### config.mk
export PLATFORM = sky130hd
export DESIGN_NAME = plru_table
export DESIGN_NICKNAME = d
export VERILOG_FILES = /design/src/rtl/plru_pkg.sv /design/src/rtl/lru.sv /design/src/rtl/plru_table.sv
export SDC_FILE = /design/constraint.sdc
export NUM_CORES = 1
export LEC_CHECK = 0
export BUFFER_PORTS_ARGS = -buffer_cell sky130_fd_sc_hd__buf_4
export CAP_MARGIN = 40
export CORE_ASPECT_RATIO = 0.6
export CORE_MARGIN = 2
export CORE_UTILIZATION = 40
export CTS_BUF_LIST = sky130_fd_sc_hd__clkbuf_8
export DETAILED_ROUTE_END_ITERATION = 10
export SKIP_CTS_REPAIR_TIMING = 1
export SLEW_MARGIN = 20
export SYNTH_ARGS = -nofsm -noshare
export SYNTH_HDL_FRONTEND = slang
export SYNTH_SLANG_ARGS = --single-unit
### constraint.sdc
create_clock -name clk -period 4.2 [get_ports clk]
set_clock_uncertainty 0.1 [all_clocks]
set_input_delay 0.42 -clock clk [delete_from_list [all_inputs] [get_ports clk]]
set_output_delay 0.42 -clock clk [all_outputs]
set_load 0.02 [all_outputs]
### src/rtl/plru_pkg.sv
// Shared types and tree-PLRU helpers for plru_table.
// Helpers work on maximum-width vectors so any Way up to 64 can use them.
package plru_pkg;

    typedef enum logic {
        IDLE  = 1'b0,
        FLUSH = 1'b1
    } state_e;

    localparam int unsigned MaxWaySel = 7;
    localparam int unsigned MaxStatW  = (1 << MaxWaySel) - 1;

    typedef logic [MaxStatW-1:0]  tree_t;
    typedef logic [MaxWaySel-1:0] way_t;

    // Children of node n are 2n+1 (way bit 0) and 2n+2 (way bit 1).
    function automatic tree_t tree_update(input tree_t tree, input way_t way,
                                          input int unsigned levels);
        tree_t       t;
        int unsigned node;
        logic        b;
        t    = tree;
        node = 0;
        for (int unsigned k = 0; k < MaxWaySel; k++) begin
            if (k < levels) begin
                b       = way[levels - 1 - k];
                t[node] = ~b;
                node    = 2 * node + 1 + int'(b);
            end
        end
        return t;
    endfunction

    function automatic way_t tree_victim(input tree_t tree, input int unsigned levels);
        way_t        w;
        int unsigned node;
        logic        b;
        w    = '0;
        node = 0;
        for (int unsigned k = 0; k < MaxWaySel; k++) begin
            if (k < levels) begin
                b    = tree[node];
                w    = {w[MaxWaySel-2:0], b};
                node = 2 * node + 1 + int'(b);
            end
        end
        return w;
    endfunction

endpackage

### src/rtl/lru.sv
// Combinational tree-PLRU for one set: optional update, then victim walk
// of the (possibly updated) tree.
module lru
    import plru_pkg::*;
#(
    parameter  int unsigned Way    = 8,
    localparam int unsigned WaySel = $clog2(Way)
) (
    input  logic [Way-2:0]    tree_i,
    input  logic              upd_en_i,
    input  logic [WaySel-1:0] upd_way_i,
    output logic [Way-2:0]    tree_o,
    output logic [WaySel-1:0] victim_o
);

    tree_t tree_full;
    tree_t upd_full;
    way_t  victim_full;
    logic  unused_hi;

    always_comb begin
        tree_full   = tree_t'(tree_i);
        upd_full    = upd_en_i ? tree_update(tree_full, way_t'(upd_way_i), WaySel) : tree_full;
        victim_full = tree_victim(upd_full, WaySel);
    end

    assign tree_o    = upd_full[Way-2:0];
    assign victim_o  = victim_full[WaySel-1:0];
    assign unused_hi = ^{upd_full[MaxStatW-1:Way-1], victim_full[MaxWaySel-1:WaySel]};

endmodule

### src/rtl/plru_table.sv
// Per-set tree-PLRU state table with victim lookup and a one-set-per-cycle flush sweep.
// Define PLRU_LOCK_EN to add the per-way lock mask and the vic_none output.
module plru_table
    import plru_pkg::*;
#(
    parameter  int unsigned Way      = 8,
    parameter  int unsigned Set      = 64,
    localparam int unsigned WaySel   = $clog2(Way),
    localparam int unsigned SetSel   = $clog2(Set),
    localparam int unsigned LruStatW = Way - 1
) (
    input  logic              clk,
    input  logic              reset_,
    input  logic              flush,
    output logic              busy,
    input  logic              acc_valid,
    input  logic [SetSel-1:0] acc_set,
    input  logic [WaySel-1:0] acc_way,
    input  logic              vic_req,
    input  logic [SetSel-1:0] vic_set,
`ifdef PLRU_LOCK_EN
    input  logic [Way-1:0]    lock,
    output logic              vic_none,
`endif
    output logic              vic_valid,
    output logic [WaySel-1:0] vic_way
);

    state_e              state_q, state_d;
    logic [SetSel-1:0]   cnt_q, cnt_d;
    logic [LruStatW-1:0] tree_q [Set];
    logic                vic_valid_q, vic_valid_d;
    logic [WaySel-1:0]   vic_way_q, vic_way_d;
`ifdef PLRU_LOCK_EN
    logic                vic_none_q, vic_none_d;
`endif

    logic                acc_fire, vic_fire, bypass;
    logic [LruStatW-1:0] acc_tree, vic_tree_unused;
    logic [WaySel-1:0]   acc_victim_unused, tree_victim, final_victim;
    logic                tree_we;
    logic [SetSel-1:0]   tree_wa;
    logic [LruStatW-1:0] tree_wd;

    assign busy     = (state_q == FLUSH);
    assign acc_fire = acc_valid && !busy;
    assign vic_fire = vic_req && !busy;
    assign bypass   = acc_fire && (acc_set == vic_set);

    lru #(.Way(Way)) u_acc (
        .tree_i   (tree_q[acc_set]),
        .upd_en_i (acc_fire),
        .upd_way_i(acc_way),
        .tree_o   (acc_tree),
        .victim_o (acc_victim_unused)
    );

    // Same-set access is applied before the walk so lookups see write-first data.
    lru #(.Way(Way)) u_vic (
        .tree_i   (tree_q[vic_set]),
        .upd_en_i (bypass),
        .upd_way_i(acc_way),
        .tree_o   (vic_tree_unused),
        .victim_o (tree_victim)
    );

    always_comb begin
        state_d = state_q;
        cnt_d   = cnt_q;
        tree_we = 1'b0;
        tree_wa = acc_set;
        tree_wd = acc_tree;
        case (state_q)
            IDLE: begin
                tree_we = acc_fire;
                if (flush) state_d = FLUSH;
            end
            FLUSH: begin
                tree_we = 1'b1;
                tree_wa = cnt_q;
                tree_wd = '0;
                cnt_d   = cnt_q + SetSel'(1);
                if (cnt_q == SetSel'(Set - 1)) state_d = IDLE;
            end
            default: state_d = IDLE;
        endcase
    end

    always_comb begin
        final_victim = tree_victim;
        vic_valid_d  = vic_fire;
        vic_way_d    = vic_way_q;
`ifdef PLRU_LOCK_EN
        vic_none_d   = vic_none_q;
        if (lock[tree_victim]) begin
            final_victim = '0;
            for (int i = int'(Way) - 1; i >= 0; i--) begin
                if (!lock[i]) final_victim = WaySel'(i);
            end
        end
        if (vic_fire) vic_none_d = &lock;
`endif
        if (vic_fire) vic_way_d = final_victim;
    end

    always_ff @(posedge clk or negedge reset_) begin
        if (!reset_) begin
            state_q     <= IDLE;
            cnt_q       <= '0;
            vic_valid_q <= 1'b0;
            vic_way_q   <= '0;
`ifdef PLRU_LOCK_EN
            vic_none_q  <= 1'b0;
`endif
            // NOTE: the tree array is reset on purpose: reset must leave every set cleared.
            for (int s = 0; s < int'(Set); s++) tree_q[s] <= '0;
        end else begin
            state_q     <= state_d;
            cnt_q       <= cnt_d;
            vic_valid_q <= vic_valid_d;
            vic_way_q   <= vic_way_d;
`ifdef PLRU_LOCK_EN
            vic_none_q  <= vic_none_d;
`endif
            if (tree_we) tree_q[tree_wa] <= tree_wd;
        end
    end

    assign vic_valid = vic_valid_q;
    assign vic_way   = vic_way_q;
`ifdef PLRU_LOCK_EN
    assign vic_none  = vic_none_q;
`endif

endmodule

==> qor.txt <==
Outcome -> finished, final reports clean
First drt pass iteration count -> 7
Root Driver -> clkbuf_8
Drc violations -> 0
Share of layout cells above drive strength 1 -> 55.4%
Post-Route WL -> 81900 um
Final HPWL DP -> 57600 um
Synthesized flop and latch total -> 459
Hold_sp -> vic_req
Ys flop type -> dfrtp_1
Vias per Instance -> 6.23
Final period util -> 89.5%
Final setup fails -> 0
Power per cell area -> 375 mW/mm^2
R2R Path Start -> tree_q[191]
CP Launch Type -> flop
Dpl cells -> 2523
Width of the die -> 328 um
Peak supply drop -> 0.250 mV
CP Data Required Time -> 4670 ps
Initial drt markers -> 1823
Leak Pwr -> 0.0130 uW
Number of synthesis warnings -> 0
# clock sinks -> 459
Hold endpoint -> vic_way[1]
Synth cell types -> 59
CP max stage cell -> mux4_2
Slew Viols, Final -> 0
Post-synthesis sequential area ratio -> 45.7%
PortBufs -> 24
Vias in the first global route -> 16800
Htree depth -> 3
Setup_tns -> 0 ps
Final WS setup -> 439 ps
Syn Nets -> 1663
Largest net degree at the start of global routing -> 105
Critical-path maximum fanout -> 3
HP Class -> primary input to flop
Syn avg cell area -> 15.3 um^2
Finished Layout Cells -> 2654
Crit path DAT -> 4230 ps
Area contributors post-synth -> dfrtp_1, mux4_2, mux2_2
RSZ-0062 raised after global routing -> false
Via count -> 16500
Largest area contributor in the netlist -> dfrtp_1
Total grt overflow -> 0
CTS tree -> built
Max Clk Rate -> 266 MHz
Final Hold Vio Count -> 0
Routability cong. -> 0.959
Area grow syn2layout -> 13.8%
Initial Util -> 40.3%
Max incr delay on CP -> 470 ps
Area share of the largest cell type after synthesis -> 45.7%
Initial antenna violation count -> 3
Max-Cap Viols -> 0
WP buf/inv -> 3
Synth Instances -> 1641
Core Area -> 0.0624 mm^2
Die Height -> 198 um
Pre-CTS WS -> -86.8 ps
Row cnt -> 71
Nets -> 1779
Worst setup EP type -> flop
Final Hold Slack -> 69.9 ps
FF-to-FF End -> vic_way[0]
Clk Latency, worst-skew pair -> 660 ps
Die footprint -> 0.0649 mm^2
Crit-path cells -> mux4_2 > and2_1 > a2111oi_0 > a2111oi_0 > o31ai_1 > buf_4 > a21o_1 > and2_1 > ha_1 > buf_4 > inv_1 > o211ai_1 > a22oi_1 > a211oi_1 > nor4_1
Cell area after synthesis -> 0.0251 mm^2
Worst Setup SP -> tree_q[191]
CTS Buffer Depth -> 3
Detail Route Antenna Nets -> 0
Clock-pin slew on the worst setup and hold paths -> 70 ps
DR WL/cell -> 30.9 um
Delay-heaviest family, CP -> compound AO/OA/AOI/OAI gates
Tmin final -> 3760 ps
Most common cell after layout, fill and taps aside -> dfrtp_1
Slew @ Worst Pin -> 905 ps
First-pass GRT wire length -> 121000 um
Cts bufs inserted -> 69
IO Count -> 25
Relative slew slack -> 39.7%
Commonest non-fill, non-tap cells in the layout -> dfrtp_1, mux2_2, mux4_2, buf_4, clkbuf_8
Fraction of registers with async set/reset -> 100%
R2r setup slk -> 440 ps
WHS Path Cells -> 3
GR Util All Layers -> 26.0%
Crit Path Class -> flop to flop
Register-to-Register Path Depth -> 15
Number of flops mapped to enable cells by yosys -> 0
## cell usage after synthesis, drive strengths merged (9+ instances only)
library cell / n
mux2: 454
nand3: 13
dfrtp: 459
mux2i: 15
nor2: 61
nand2b: 9
buf: 71
a22oi: 15
mux4: 263
nand2: 79
clkbuf: 58
a21oi: 15
a31oi: 9
o21ai: 12
nor3: 9
## registers in the layout (all words and copies together), names as in the netlist
signal / count
vic_valid: 1
tree_q: 448
busy: 1
vic_way: 3
cnt_q: 6
## per-layer routing
layer	global-route usage [%]	part of all wire, %	up-vias
li1	-	-	6652
met1	39.5	46	9021
met2	35.3	42	756
met3	9.17	11	99
met4	5.61	1.6	0
met5	0	0	-
## kinds of logic after synthesis
kind of cell             after synthesis  share of synthesized area, %
AO/OA/AOI/OAI                         90                          2.50
AND/OR/NAND/NOR                      207                          3.71
flip-flops                           459                          45.7
multiplexers                         732                          44.5
XOR/XNOR                              12                         0.418
buffers and inverters                139                          3.11
adder cells (fa/ha/maj)                2                        0.0995
## power breakdown
part	internal (uW)	total, uW	switching [uW]
clock	2020	3880	1850
sequential	4580	4770	193
combinational	800	2090	1290
## per-stage QoR
step                      power (uW)  cell area, um^2  util [%]
final                          10700            28600      45.9
after floorplan                 5910            25100         -
after global routing           11200            28600      45.9
after global placement          6850            27100      43.5
after detailed placement        6880            27100      43.5
after CTS                      10800            28600      45.9
## final cells by class
cell class	count	area, um^2
repair buffers	174	1650
multi-input cells	1043	12900
diodes	2	5.00
clock inverters	32	151
well taps	839	1050
fillers	5581	33700
inverters	10	37.5
clock buffers	95	1310
flip-flops and latches	459	11500
## how the worst max path moves through the flow
stage	to	cells after the start
floorplan	vic_way[0]	16
global placement	vic_way[0]	16
detailed placement	vic_way[0]	16
CTS	vic_way[0]	15
global route	vic_way[0]	15
finish	vic_way[0]	15
## worst min-delay path, stage by stage
cell and delay (ps):
buf_4 120, nand2_1 150, o21ai_0 90
Power figures use the tool's default switching activity.
